`src/rtl/enc8to3_pkg.sv`:
```
// enc8to3_pkg: shared definitions for the sequential 8-to-3 encoder.
//   - state_t     : FSM state encoding (ST_IDLE=0, ST_SCAN=1)
//   - ENC_IN_W    : request vector width (8)
//   - ENC_OUT_W   : encoded index width (3)
//   - ENC_CNT_W   : popcount width (4, holds 0..8)
//   - enc_popcount: number of set bits in a request vector
package enc8to3_pkg;

    localparam int ENC_IN_W  = 8;
    localparam int ENC_OUT_W = 3;
    localparam int ENC_CNT_W = 4;

    typedef enum logic {
        ST_IDLE = 1'b0,
        ST_SCAN = 1'b1
    } state_t;

    function automatic logic [ENC_CNT_W-1:0] enc_popcount(input logic [ENC_IN_W-1:0] v);
        logic [ENC_CNT_W-1:0] c;
        c = '0;
        for (int i = 0; i < ENC_IN_W; i++) begin
            c = c + {{(ENC_CNT_W-1){1'b0}}, v[i]};
        end
        return c;
    endfunction

endpackage

```
`src/rtl/enc8to3_pick.sv`:
```
// enc8to3_pick: combinational priority picker.
//   Parameter MSB_FIRST: 0 picks the lowest set bit, 1 picks the highest.
//   vec    (in,  8): pending request bits
//   idx    (out, 3): index of the picked bit (0 when vec is zero)
//   mask   (out, 8): one-hot mask of the picked bit (zero when vec is zero)
//   single (out, 1): vec has at most one bit set
module enc8to3_pick
    import enc8to3_pkg::*;
#(
    parameter bit MSB_FIRST = 1'b0
) (
    input  logic [ENC_IN_W-1:0]  vec,
    output logic [ENC_OUT_W-1:0] idx,
    output logic [ENC_IN_W-1:0]  mask,
    output logic                 single
);

    always_comb begin
        idx = '0;
        // Scan away from the priority end so the winning bit is the last
        // assignment made.
        if (MSB_FIRST) begin
            for (int i = 0; i < ENC_IN_W; i++) begin
                if (vec[i]) idx = ENC_OUT_W'(i);
            end
        end else begin
            for (int i = ENC_IN_W - 1; i >= 0; i--) begin
                if (vec[i]) idx = ENC_OUT_W'(i);
            end
        end
    end

    always_comb begin
        mask = '0;
        if (vec != '0) mask[idx] = 1'b1;
    end

    // Clearing the lowest set bit leaves zero only for zero- or one-hot vectors.
    assign single = ((vec & (vec - ENC_IN_W'(1))) == '0);

endmodule

```
`src/rtl/enc8to3_seq.sv`:
```
// enc8to3_seq: sequential 8-to-3 encoder. Captures a request vector with a
// valid/ready handshake and emits one 3-bit index per set bit, in priority
// order, flagging the final beat and the all-zero case.
//   Parameter MSB_FIRST: 0 = lowest index first, 1 = highest index first.
//   clk       (in)    : clock, rising edge
//   rst       (in)    : synchronous active-high reset
//   in        (in, 8) : request vector
//   in_valid  (in)    : in is valid
//   in_ready  (out)   : block is idle and will capture
//   out       (out,3) : index of current beat (0 when out_valid=0)
//   out_valid (out)   : beat present
//   out_ready (in)    : consumer accepts beat
//   out_last  (out)   : final beat of this vector
//   out_none  (out)   : captured vector was all-zero
//   cnt       (out,4) : popcount of captured vector; only when the macro
//                       ENC8TO3_COUNT_EN is defined
// Outputs depend only on state/pend/cnt registers.
module enc8to3_seq
    import enc8to3_pkg::*;
#(
    parameter bit MSB_FIRST = 1'b0
) (
    input  logic                 clk,
    input  logic                 rst,
    input  logic [ENC_IN_W-1:0]  in,
    input  logic                 in_valid,
    output logic                 in_ready,
    output logic [ENC_OUT_W-1:0] out,
    output logic                 out_valid,
    input  logic                 out_ready,
    output logic                 out_last,
    output logic                 out_none
`ifdef ENC8TO3_COUNT_EN
    ,
    output logic [ENC_CNT_W-1:0] cnt
`endif
);

    state_t                st, st_nxt;
    logic [ENC_IN_W-1:0]   pend, pend_nxt;
    logic [ENC_OUT_W-1:0]  pick_idx;
    logic [ENC_IN_W-1:0]   pick_mask;
    logic                  pick_single;

    enc8to3_pick #(.MSB_FIRST(MSB_FIRST)) u_pick (
        .vec    (pend),
        .idx    (pick_idx),
        .mask   (pick_mask),
        .single (pick_single)
    );

    always_ff @(posedge clk) begin
        if (rst) begin
            st   <= ST_IDLE;
            pend <= '0;
        end else begin
            st   <= st_nxt;
            pend <= pend_nxt;
        end
    end

    always_comb begin
        st_nxt    = st;
        pend_nxt  = pend;
        in_ready  = 1'b0;
        out_valid = 1'b0;
        out       = '0;
        out_last  = 1'b0;
        out_none  = 1'b0;
        case (st)
            ST_IDLE: begin
                in_ready = 1'b1;
                if (in_valid) begin
                    pend_nxt = in;
                    st_nxt   = ST_SCAN;
                end
            end
            ST_SCAN: begin
                out_valid = 1'b1;
                out       = pick_idx;
                // A zero vector still yields one beat (idx 0, single=1).
                out_last  = pick_single;
                out_none  = (pend == '0);
                if (out_ready) begin
                    pend_nxt = pend & ~pick_mask;
                    if (pick_single) st_nxt = ST_IDLE;
                end
            end
            default: st_nxt = ST_IDLE;
        endcase
    end

`ifdef ENC8TO3_COUNT_EN
    always_ff @(posedge clk) begin
        if (rst) begin
            cnt <= '0;
        end else if (st == ST_IDLE && in_valid) begin
            cnt <= enc_popcount(in);
        end
    end
`endif

endmodule
```
`config.mk`:
```
export PLATFORM = sky130hd
export DESIGN_NAME = enc8to3_seq
export DESIGN_NICKNAME = d
export VERILOG_FILES = /design/src/rtl/enc8to3_pkg.sv /design/src/rtl/enc8to3_pick.sv /design/src/rtl/enc8to3_seq.sv
export SDC_FILE = /design/constraint.sdc
export NUM_CORES = 1
export LEC_CHECK = 0
export ABC_AREA = 1
export CORE_UTILIZATION = 42
export DETAILED_ROUTE_END_ITERATION = 10
export PLACE_DENSITY = 0.81
export SYNTH_ARGS = -nofsm -noshare
export SYNTH_HDL_FRONTEND = slang
export SYNTH_HIERARCHICAL = 1
export SYNTH_SLANG_ARGS = --single-unit
```
`constraint.sdc`:
```
create_clock -name clk -period 1.15 [get_ports clk]
set_input_delay 0.23 -clock clk [delete_from_list [all_inputs] [get_ports clk]]
set_output_delay 0.23 -clock clk [all_outputs]
set_load 0.1 [all_outputs]
```
# Yosys cells after proc, flatten, opt, wreduce, memory -nomap -nowiden
# Cells that the tools add are included.
dict set report classes {
  addsub 1
  n_lt_le_gt_ge 2
  eq_ne 2
  mux 23
  bitwise 4
  reduce_logical 5
}
# op count
set op_table {}
lappend op_table {{$mux 3} 9}
lappend op_table {{$mux 8} 3}
lappend op_table {{$and 8x8->8} 2}
lappend op_table {{$logic_not 8->1} 2}
lappend op_table {{$pmux 8 s2} 1}
lappend op_table {{$mux 1} 8}
lappend op_table {{$not 8->8} 1}
lappend op_table {{$reduce_bool 8->1} 1}
lappend op_table {{$sub 8x1->8 const B} 1}
lappend op_table {{$lt 3x4->1 const B} 1}
lappend op_table {{$ne 2x2->1 const B} 2}
lappend op_table {{$demux 1 s3} 1}
lappend op_table {{$ge 3x1->1 const B} 1}
lappend op_table {{$pmux 1 s2} 1}
lappend op_table {{$reduce_and 2->1} 1}
lappend op_table {{$logic_and 1x1->1} 1}
lappend op_table {{$not 1->1} 1}
dict set report totals {
  ff_bits 9
  word_cells 39
}

# Depth between registers and ports, before layout
# Gate-level depths: netlist of the first run.
dict set report logic_depth {
  depth_word 17
  depth_mapped 11
  ltp_nobuf 11
}

# Modules after synthesis
# Netlist of the first run, hierarchy kept.
# module instances cells_each area_each_um2
set by_module_without_submodules {}
lappend by_module_without_submodules {enc8to3_seq 1 81 491.7}
lappend by_module_without_submodules {enc8to3_pick 1 47 234.0}

# Worst setup path after synthesis of the first run
# Ideal clock, no wire load.
dict set report synth_timing {
  path_type {register to output}
  from {register st}
  to {output port out_none}
  arrival_time_ns 2.637
  path_slack_ns -1.717
  stages_incl_launch_ff 4
  cell_sequence {dfxtp_1 buf_4 nand2_1 nor2_1}
}
dict set report synth_between {
  elab_chain_len 1
}
# item line_no
set synth_lines {}
lappend synth_lines {{start: declaration} enc8to3_seq.sv:39} ;# state_t st, st_nxt;
lappend synth_lines {{start signal: assignment} enc8to3_seq.sv:57} ;# st <= st_nxt;
lappend synth_lines {{$mux 1} enc8to3_seq.sv:70} ;# case (st)
lappend synth_lines {{end: declaration} enc8to3_seq.sv:32} ;# output logic out_none
# Every way passes these cells.

# Worst setup path after layout of the first run
dict set report layout_timing {
  from {register pend[1]}
  to {output port out_last}
}
dict set report layout_between {
  elab_chain_len 4
}
# item line_no
set layout_lines {}
lappend layout_lines {{start: declaration} enc8to3_seq.sv:40} ;# logic [ENC_IN_W-1:0] pend, pend_nxt;
lappend layout_lines {{start signal: assignment} enc8to3_seq.sv:58} ;# pend <= pend_nxt;
lappend layout_lines {{$sub 8x1->8} enc8to3_pick.sv:39} ;# assign single = ((vec & (vec - ENC_IN_W'(1))) == '0);
lappend layout_lines {{$and 8x8->8 *} enc8to3_pick.sv:39}
lappend layout_lines {{$logic_not 8->1 *} enc8to3_pick.sv:39}
lappend layout_lines {{net pick_single} enc8to3_seq.sv:43} ;# logic pick_single;
lappend layout_lines {{$mux 1 *} enc8to3_seq.sv:70}
lappend layout_lines {{end: declaration} enc8to3_seq.sv:31} ;# output logic out_last,
# The timed path passes the listed nets; every way through them passes the cells marked *.

==> results by group, run 1 <==
Routing
  • Iteration-0 DRC Markers: 63
  • Wire per inst: 19.8 um
  • DR pass1 iterations: 4
  • DRC: 0
  • Vias per cell: a little over 6
  • Via count: between 1000 and 1500
  • ANT nets after route: 0
  • WL final: about 3900 um

Power and ir drop
  • LEAKAGE: 0.659 nW
  • Post-route total power: ~1.8 mW
  • Maximum VDD drop: between 1000 and 1500 uV
  • Pwr Density: ~1200 mW/mm2

Place
  • Placed cell count: roughly 180
  • Post-DP Area: 0.00116 mm2
  • Routability Congestion: 0.868
  • I/O Buffers: 18
  • Setup WS pre-CTS: -405 ps
  • Dpl hpwl: around 1700 um

Clocking
  • # hold bufs at CTS: 0
  • CTS Root Cell: clkbuf_4
  • Worst-Skew Late Latency: 260 ps
  • CTS sink count: 9
  • Clock Path Buffers: 2
  • CTS H-Tree Depth: 1
  • Num CTS Buffers: 3
  • CTS tree: built
  • Clk pin slew, worst setup/hold paths: 70 ps

Logic synthesis
  • Top-count cell post-synth: nand2_1
  • Top cell type's share of synthesized area: 0.248
  • Dominant cell type by area after synthesis: dfxtp_1
  • Syn avg cell area: 5.67 um2
  • Mapped Area: ~730 um2
  • Async SR Flop Fraction: 0
  • Cells after Synth: about 130
  • Post-synth EDFFs: 0
  • Synth top area cells: dfxtp_1, nand2_1, nand3_1
  • Syn_nets: 140
  • Sequential element share of the synthesized area: 0.248
  • Synthesized flop and latch total: 9
  • Ys flop type: dfxtp_1
  • Post-synth top cells: nand2_1, inv_1, nand3_1
  • Synth unique cells: 19
  • Synth warnings: 6

STA
  • Worst slew margin: 0.814
  • Min cycle time layout: between 1500 and 2000 ps
  • RSZ-0062 raised after global routing: true
  • Setup WS post-layout: -828 ps
  • Clock Skews: about 7.9 ps
  • Fin. max-slew vios: 0
  • # setup viols final: 15
  • Final period util: 1.72
  • F_max: slightly above 500 MHz
  • Worst slew pin tran: 278 ps
  • Final Hold Viols: 0

Die
  • Total I/O pin count: 19
  • Die height: approximately 44 um
  • Core region area: between 0.0015 and 0.002 mm2
  • Die area: ~0.0019 mm2
  • Die W: between 40 and 50 um
  • Row cnt: 14
  • Starting Density: 0.465

Worst setup path
  • Crit Path Max Fanout: 4
  • WP data arrival: approximately 1800 ps
  • CP startpoint kind: flop
  • CP Cell Sequence: nor2_4 > nor2_1 > a21oi_1 > nand4_1 > nor2_2 > nand2_2 > clkinvlp_4 > buf_12
  • Max incr delay on CP: 340 ps
  • Delay-heaviest family, CP: simple AND/OR/NAND/NOR gates
  • Bufs and invs on worst path: 2
  • Worst EP required: around 900 ps
  • CP max stage cell: dfxtp_2
  • Worst Setup Path Type: reg -> out
  • CP Capture Type: primary output

Outcome
  • Outcome: finished with violations
  • Failing checks: setup timing

Layout
  • Layout cells sized above 1: 0.589
  • FF/Latch Area: 199 um2
  • Multi-input logic area: roughly 590 um2
  • Fillers: 37
  • Area grow syn2layout: 106%
  • # diodes: 0
  • Post-layout instance area: roughly 0.0015 mm2
  • Nets@finish: approximately 190
  • Layout Utilization: 0.961
  • Cell Count, Final, Fillers Out: 196

GRT
  • Global-route wire length before repair: around 4800 um
  • Initial antenna violation count: 0
  • Global Route Usage Sum: 0.343
  • GRT overflow: 0
  • Largest net degree at the start of global routing: 10
  • Vias in the first global route: 1093

Run
  • Max-cap violations: 0

Min path
  • HP Class: reg -> reg
sequential cells by signal (all words and copies together) (netlist names):
| name | flops |
|---|---|
| pend | 8 |
| st | 1 |
worst min-delay path: cells and delay by family (launching register included):
family             cells  cell delay [ps]
DFF                    1              350
and+or+nand+nor        1               80
AOI/OAI and AO/OA      1               70
repair_timing:
action                     CTS  global route
setup endpoints to repair   13            15
setup buffers               11             8
cloned                       0             0
pin swaps                   15            22
gates resized for setup     38            21
kinds of logic (layout without fill, tap and decap cells):
group	Yosys count	count (layout)	share of synthesized area
AOI/OAI and AO/OA	17	17	0.122
buffers and inverters	27	79	0.148
DFF	9	9	0.248
and+or+nand+nor	75	75	0.481
cells in the final DEF (no fill, tap or decap), types with 4 or more instances in the layout:
| cell | count |
|---|---|
| a21oi_1 | 7 |
| clkinvlp_4 | 4 |
| nor2_4 | 9 |
| dfxtp_2 | 6 |
| buf_4 | 24 |
| nand2_2 | 13 |
| a21oi_2 | 5 |
| nand3_1 | 16 |
| nand2_1 | 21 |
| buf_12 | 8 |
| clkdlybuf4s50_1 | 11 |
| inv_1 | 12 |
| inv_2 | 5 |
| buf_6 | 9 |
| nand3_2 | 4 |
| nor2_2 | 5 |
power breakdown:
group | total, mW | leakage, nW | switching, mW | internal (mW)
logic | 1.13 | 0.566 | 0.638 | 0.496
clock network | 0.244 | 0.0150 | 0.111 | 0.134
registers | 0.401 | 0.0784 | 0.0555 | 0.346
area by class of cell:
| type | instances | share of cell area |
|---|---|---|
| Sequential cell | 9 | 0.133 |
| Timing Repair Buffer | 52 | 0.368 |
| Inverter | 23 | 0.0744 |
| Clock buffer | 4 | 0.0175 |
| Multi-Input combinational cell | 92 | 0.393 |
| Tap cell | 16 | 0.0134 |
routing by layer:
layer / global-route usage / share of wire / vias up
li1: - / - / 503
met1: 0.365 / 0.39 / 573
met2: 0.612 / 0.47 / 99
met3: 0.0458 / 0.071 / 34
met4: 0.244 / 0.072 / 0
met5: 0 / 0 / -
metrics by stage:
stage | TNS (ps) | hold slack [ps]
after floorplan | -3280 | 289
after global placement | -2220 | 475
after detailed placement | -2890 | 484
after CTS | -4060 | 492
after global routing | -6610 | 541
final | -5980 | 527
path summary, 6_finish.rpt:
check / from / to / slack, ps / cells after the start
worst min-delay path: pend[6] / pend[6] / 530 / 2
worst min register to register: pend[6] / pend[6] / 530 / 2
worst max register to register: pend[1] / pend[6] / -560 / 11
worst max-delay path: pend[1] / out_last / -830 / 8
No activity file was read; power rests on OpenSTA's default activity.
==> inputs of run 2 (changes only) <==
--- a/config.mk
+++ b/config.mk
@@ -8,6 +8,7 @@
 export ABC_AREA = 1
 export CORE_UTILIZATION = 42
 export DETAILED_ROUTE_END_ITERATION = 10
+export HOLD_SLACK_MARGIN = 0.12
 export PLACE_DENSITY = 0.81
 export SYNTH_ARGS = -nofsm -noshare
 export SYNTH_HDL_FRONTEND = slang
==> results of run 2 <==
No change in the layout: final DEF, timing and power equal those of run 1.
